<file path="config.mk">
export PLATFORM = sky130hd
export DESIGN_NAME = spram_burst_ctrl
export DESIGN_NICKNAME = d
export VERILOG_FILES = /design/src/rtl/spram_pkg.sv /design/src/rtl/spram_burst_ctrl.sv
export SDC_FILE = /design/constraint.sdc
export NUM_CORES = 1
export LEC_CHECK = 0
export CAP_MARGIN = 30
export CORE_UTILIZATION = 50
export CTS_BUF_LIST = sky130_fd_sc_hd__clkbuf_4 sky130_fd_sc_hd__clkbuf_8
export CTS_CLUSTER_DIAMETER = 30
export CTS_CLUSTER_SIZE = 28
export DETAILED_ROUTE_END_ITERATION = 10
export PLACE_DENSITY = 0.89
export SYNTH_ARGS = -nofsm -noshare
export SYNTH_HDL_FRONTEND = slang
export SYNTH_SLANG_ARGS = --single-unit
</file>
<file path="constraint.sdc">
create_clock -name clock -period 2.94 [get_ports clock]
set_input_delay 0.294 -clock clock [delete_from_list [all_inputs] [get_ports clock]]
set_output_delay 0.294 -clock clock [all_outputs]
set_load 0.05 [all_outputs]
</file>
<file path="src/rtl/spram_pkg.sv">
// Shared definitions for the single-port RAM burst sequencer and its RAM primitive.
package spram_pkg;

  localparam int unsigned DefaultWidth = 16;
  localparam int unsigned DefaultDepth = 8;

  typedef enum logic [2:0] {
    StIdle,
    StFill,
    StRead,
    StWait,
    StPresent
  } spram_state_t;

endpackage

</file>
<file path="src/rtl/spram_burst_ctrl.sv">
// Stores an input burst into consecutive RAM words from address 0, then replays it in order
// on the output stream. Owns the single RAM port, so reads and writes never overlap.
module spram_burst_ctrl
  import spram_pkg::*;
#(
  parameter int unsigned WIDTH = DefaultWidth,
  parameter int unsigned DEPTH = DefaultDepth
) (
  input  logic             clock,
  input  logic             reset,
  input  logic             in_valid,
  output logic             in_ready,
  input  logic [WIDTH-1:0] in_data,
  input  logic             in_last,
  output logic             out_valid,
  input  logic             out_ready,
  output logic [WIDTH-1:0] out_data,
  output logic             out_last,
  output logic             ram_we,
  output logic [DEPTH-1:0] ram_addr,
  output logic [WIDTH-1:0] ram_data,
  input  logic [WIDTH-1:0] ram_q,
  output logic [DEPTH:0]   burst_len,
  output logic             busy
);

  localparam logic [DEPTH-1:0] PtrOne = DEPTH'(1);
  localparam logic [DEPTH-1:0] PtrMax = '1;
  localparam logic [DEPTH:0]   LenOne = (DEPTH + 1)'(1);

  spram_state_t     state_q, state_d;
  logic [DEPTH-1:0] wr_ptr_q, wr_ptr_d;
  logic [DEPTH-1:0] rd_ptr_q, rd_ptr_d;
  logic [DEPTH:0]   burst_len_q, burst_len_d;
  logic [WIDTH-1:0] out_data_q, out_data_d;
  logic             out_last_q, out_last_d;

  always_ff @(posedge clock) begin
    if (reset) begin
      state_q     <= StIdle;
      wr_ptr_q    <= '0;
      rd_ptr_q    <= '0;
      burst_len_q <= '0;
      out_data_q  <= '0;
      out_last_q  <= 1'b0;
    end else begin
      state_q     <= state_d;
      wr_ptr_q    <= wr_ptr_d;
      rd_ptr_q    <= rd_ptr_d;
      burst_len_q <= burst_len_d;
      out_data_q  <= out_data_d;
      out_last_q  <= out_last_d;
    end
  end

  always_comb begin
    state_d     = state_q;
    wr_ptr_d    = wr_ptr_q;
    rd_ptr_d    = rd_ptr_q;
    burst_len_d = burst_len_q;
    out_data_d  = out_data_q;
    out_last_d  = out_last_q;
    in_ready    = 1'b0;
    ram_addr    = rd_ptr_q;

    unique case (state_q)
      StIdle: begin
        in_ready = 1'b1;
        ram_addr = '0;
        if (in_valid) begin
          wr_ptr_d    = PtrOne;
          burst_len_d = LenOne;
          state_d     = in_last ? StRead : StFill;
        end
      end
      StFill: begin
        in_ready = 1'b1;
        ram_addr = wr_ptr_q;
        if (in_valid) begin
          wr_ptr_d    = wr_ptr_q + PtrOne;
          burst_len_d = burst_len_q + LenOne;
          // Writing the top address fills the RAM and ends the burst regardless of in_last.
          if (in_last || (wr_ptr_q == PtrMax)) begin
            state_d = StRead;
          end
        end
      end
      StRead: begin
        state_d = StWait;
      end
      StWait: begin
        out_data_d = ram_q;
        out_last_d = ({1'b0, rd_ptr_q} == (burst_len_q - LenOne));
        state_d    = StPresent;
      end
      StPresent: begin
        if (out_ready) begin
          if (out_last_q) begin
            rd_ptr_d = '0;
            wr_ptr_d = '0;
            state_d  = StIdle;
          end else begin
            rd_ptr_d = rd_ptr_q + PtrOne;
            state_d  = StRead;
          end
        end
      end
      default: begin
        state_d = StIdle;
      end
    endcase
  end

  assign ram_we    = in_valid & in_ready;
  assign ram_data  = in_data;
  assign out_valid = (state_q == StPresent);
  assign out_data  = out_data_q;
  assign out_last  = out_last_q;
  assign burst_len = burst_len_q;
  assign busy      = (state_q != StIdle);

endmodule
</file>
# Word level (Yosys, flattened, before mapping)

Cells that the tools add are included.

Add/subtract/negate cells: 4
Equality and inequality tests: 11
Muxes and demuxes: 18
Bitwise gates (word level): 1
Reduce and logical (&&, ||, !) cells: 10

Operator list:

| operator                                                                 | count |
|---|---|
| 8-bit two-way mux                                                        | 5 |
| 8-bit one-hot mux with 3 select lines                                    | 1 |
| 9-bit two-way mux                                                        | 2 |
| 9-bit one-hot mux with 2 select lines                                    | 1 |
| 8-bit by 1-bit adder with 8-bit output (second input constant)           | 2 |
| 8-bit one-hot mux with 2 select lines                                    | 1 |
| 3-bit one-hot mux with 5 select lines                                    | 1 |
| 3-bit two-way mux                                                        | 4 |
| 9-bit by 1-bit adder with 9-bit output (second input constant)           | 1 |
| 8-bit by 9-bit equality test with 1-bit output                           | 1 |
| 9-bit by 1-bit subtractor with 9-bit output (second input constant)      | 1 |
| 8-bit equality test (second input constant)                              | 1 |
| 3-bit by 2-bit equality test with 1-bit output (second input constant)   | 2 |
| 2-bit inequality test (second input constant)                            | 3 |
| 3-bit nonzero test                                                       | 2 |
| 5-bit AND reduction                                                      | 1 |
| 2-bit two-way mux                                                        | 2 |
| 2-bit by 1-bit inequality test with 1-bit output (second input constant) | 2 |
| 4-bit AND reduction                                                      | 1 |
| 3-bit by 1-bit equality test with 1-bit output (second input constant)   | 1 |
| 3-bit equality test (second input constant)                              | 1 |
| 3-bit zero test                                                          | 1 |
| 3-bit AND reduction                                                      | 1 |
| 2-bit AND reduction                                                      | 1 |
| 5 further kinds                                                          | 5 |

Bits in registers: 45
Input port bits: 37
Logic and storage cells: 50

# Depth between registers and ports, before layout

Depth in word-level cells: 5
Mapped depth: 8
Mapped depth without buffers: 7

# Least setup slack after synthesis

No wires, ideal clock.

Kind: register to register
Start: reg state_q[1]
End: reg rd_ptr_q[0]
Library setup time: 0.065 ns
Data arrival time: 2.277 ns
Setup slack: 0.598 ns
Cell stages (with the launch flop): 7
Period minus slack after synthesis: 2.342 ns
Path through: dfxtp_1 -> buf_4 -> nor3b_1 -> nand2_1 -> nor3_1 -> a21oi_1 -> nor2_1

Longest elaborated chain between the ends: 2

Ends and longest elaborated chain:

| element                              | RTL line               | source |
|---|---|---|
| from (decl)                          | spram_burst_ctrl.sv:31 | `spram_state_t state_q, state_d;` |
| from (signal assigned)               | spram_burst_ctrl.sv:40 | `state_q <= StIdle;` |
| from (signal assigned)               | spram_burst_ctrl.sv:47 | `state_q <= state_d;` |
| 3-bit equality test                  | --                     |  |
| via out_valid                        | spram_burst_ctrl.sv:15 | `output logic out_valid,` |
| 2-bit AND reduction (no source line) | --                     |  |
| to (signal assigned)                 | spram_burst_ctrl.sv:49 | `rd_ptr_q <= rd_ptr_d;` |
| to (decl)                            | spram_burst_ctrl.sv:33 | `logic [DEPTH-1:0] rd_ptr_q, rd_ptr_d;` |

The timed path passes the listed nets, and every way through them passes these cells.
A chain may end at the register's enable or synchronous reset.

# Final worst setup path

Start: reg state_q[2]
End: out out_valid

Longest elaborated chain between the ends: 1

Ends and longest elaborated chain:

| element             | RTL line                | source |
|---|---|---|
| 3-bit equality test | spram_burst_ctrl.sv:116 | `assign out_valid = (state_q == StPresent);` |
| to (decl)           | spram_burst_ctrl.sv:15  |  |

No other way between the ends.

==> impl_results.md <==
* EDFF count, synth at 0
* Gr usage total at 22.5%
* Syn nets at ~340
* Sink Count at 45
* RR Endpoint: out_last$_SDFFE_PP0P_
* Hold endpoint: out_data[4]$_SDFFE_PP0P_
* FF-to-FF path depth at 7
* Crit start category: flop
* Commonest non-fill, non-tap cell in the layout: clkdlybuf4s50_1
* Tcrit/Tclk final at between 80% and 90%
* Die width at slightly above 70 µm
* Core Rows at 25
* Fin Setup TNS at 0 ns
* Bufs on Longest Clock Path at 2
* Fmax at approximately 390 MHz
* R2R Path Start: burst_len[0]$_SDFFE_PP0P_
* Via count at approximately 2.2k
* Cell count after synthesis at a little under 300
* Resized Gates After CTS at 0
* Io pins at 91
* First-pass GRT wire length at 9200 µm
* PwrDens at about 430 nW/µm²
* Max-cap violations at 0
* Drt total wl at around 5600 µm
* Cts hold-fix bufs at 0
* Vias/cell at ~5.5
* Routed len/inst at between 10 and 15 µm
* Slew of the pin with the lowest slew margin at a little under 0.7 ns
* Initial Util at ~52%
* Port Buf Inserts at 58
* Grt ovf at 0
* Post-CTS Setup Repair Bufs at 0
* CTS clk-pin slew, worst paths at 0.07 ns
* Diodes inserted at 0
* Number of buffers created by CTS at 5
* Final Cell Area at ~3000 µm²
* Clk_skew at ~0.004 ns
* Cell Area, Synth at approximately 2500 µm²
* Relative slew slack at 54.7%
* Setup-failing EPs final at 0
* Skew-Pair Late Insertion Delay at between 0.2 and 0.3 ns
* Initial DRC Count at 100
* Worst Path Required at 2.65 ns
* Crit. End Element: primary output
* RSZ-0062 raised after global routing: no
* Worst Path Arrival at roughly 2.3 ns
* Post-synth top area share at between 30% and 40%
* Largest net degree at the start of global routing at 19
* Hold Path Stages at 2
* DRC at 0
* Fin. Hold Viols at 0
* VDD IR max at 0.222 mV
* Largest fanout on the critical path at 10
* GPL Wtd Cong at slightly above 0.9
* Top_reg_cell synth: dfxtp_1
* Synth area leaders: dfxtp_1 37%, nand2_1 7.2%, xor2_1 5.7%, buf_4 5.5%, a21oi_1 4.7%
* Antenna violations before repair at 0
* Root Driver: clkbuf_8
* Class of the worst hold path: flop to flop
* Sequential element share of the synthesized area at 36.6%
* Flops & latches, synth at 45
* CTS tree: done
* P_leak at between 1 and 1.5 nW
* Die H at a little over 70 µm
* Area of the core at 4720 µm²
* Asr flop ratio synth at 0%
* First-pass detailed-route iteration total at 4
* Die ar. at 5210 µm²
* Setup CP Type: flop to primary output
* Antenna Violating Nets Remaining at 0
* Vias in the first global route at about 2.1k
* Fin crit period at roughly 2.6 ns
* YS warnings at 0
* Layout cells sized above 1 at a little under a tenth
* Distinct cells, synth at 51
* Post-synthesis area per instance at between 8 and 9 µm²
* Fin. max-slew vios at 0
* HP Start: out_data[4]$_SDFFE_PP0P_
* # fillers at approximately 410
* Synthesis-to-finish area growth at 22.2%
* Dpl hpwl at between 4000 and 5000 µm
* Most frequent cells in the layout: 49 x clkdlybuf4s50_1, 47 x nand2_1, 45 x dfxtp_1
* Nets at 373
* Outcome: finished, final reports clean
* H-Tree Depth at 2
* Yosys top cell by area: dfxtp_1
* Worst R2R Setup Slack at a little under 1 ns
* Cell Area, Placed at ~2900 µm²
[registers in the layout, indices dropped and copies added (netlist names)]
register   cells
out_last       1
burst_len      9
state_q        3
rd_ptr_q       8
wr_ptr_q       8
out_data      16
[stage by stage]
stage	power (mW)	cells	utilization, %	worst slack, ns	hold WS (ns)
floorplan	0.891	295	-	0.598	0.409
global placement	0.917	392	61.7	0.549	0.441
detailed placement	0.923	392	61.7	0.466	0.446
CTS	1.31	399	63.7	0.405	0.457
global route	1.36	399	63.7	0.309	0.473
finish	1.30	399	63.7	0.362	0.455
[cells in the mapped netlist (2+ instances only)]
cell	count
a21o_1	2
nand4_1	7
buf_4	18
clkbuf_1	6
nor3b_1	3
nand2b_1	5
and3b_1	2
and4_1	2
o21ai_0	6
ha_1	4
xnor2_1	8
nor2_1	30
a22o_1	8
a311oi_1	2
buf_6	3
xor2_1	16
and3_1	7
o21a_1	2
nor3_1	4
o211ai_1	2
nand3_1	5
nor2b_1	3
nand2_1	47
a21oi_1	23
mux2i_1	2
inv_1	4
dfxtp_1	45
a31oi_1	2
buf_2	5
[power by group]
group          switching, mW  internal, mW  total [mW]
Clock                  0.197         0.196       0.393
Sequential            0.0235         0.624       0.648
Combinational          0.161         0.103       0.264
Total                  0.381         0.923        1.30
[cell families after synthesis]
family / share of synthesized area, %
AND/OR/NAND/NOR: 26.6
multiplexers: 0.813
adder cells (fa/ha/maj): 2.03
buffers and inverters: 9.56
AO/OA/AOI/OAI: 15.8
XOR/XNOR: 8.54
flip-flops: 36.6
[critical path: stages (launching register included)]
cell and delay, ns:
dfxtp_1 0.55, nor3b_1 0.52, clkdlybuf4s50_1 0.93
[layer usage]
layer	wire, µm	vias up	track usage [%]
li1	-	1073	-
met1	2380	1036	25.3
met2	2900	50	40.1
met3	195	17	5.42
met4	117	0	10.0
met5	0	-	0
[worst max path at each step]
stage,from,end,depth (start not counted)
3_3_place_gp,in_valid,ram_we,3
6_report,state_q[2]$_SDFFE_PP0P_,out_valid,2
5_1_grt,state_q[2]$_SDFFE_PP0P_,out_valid,2
3_5_place_dp,in_valid,ram_we,3
2_1_floorplan,state_q[1]$_SDFFE_PP0P_,rd_ptr_q[0]$_SDFFE_PP0P_,6
4_1_cts,state_q[2]$_SDFFE_PP0P_,out_valid,2
[cell type report]
class	count	area (µm²)	area share (%)
inverter	5	18.8	0.624
tap	67	83.8	2.79
multi-input combinational	213	1330	44.1
sequential	45	901	30.0
clock buffer	7	90.1	3.00
timing repair buffer	62	588	19.6
Power figures use the tool's default switching activity.
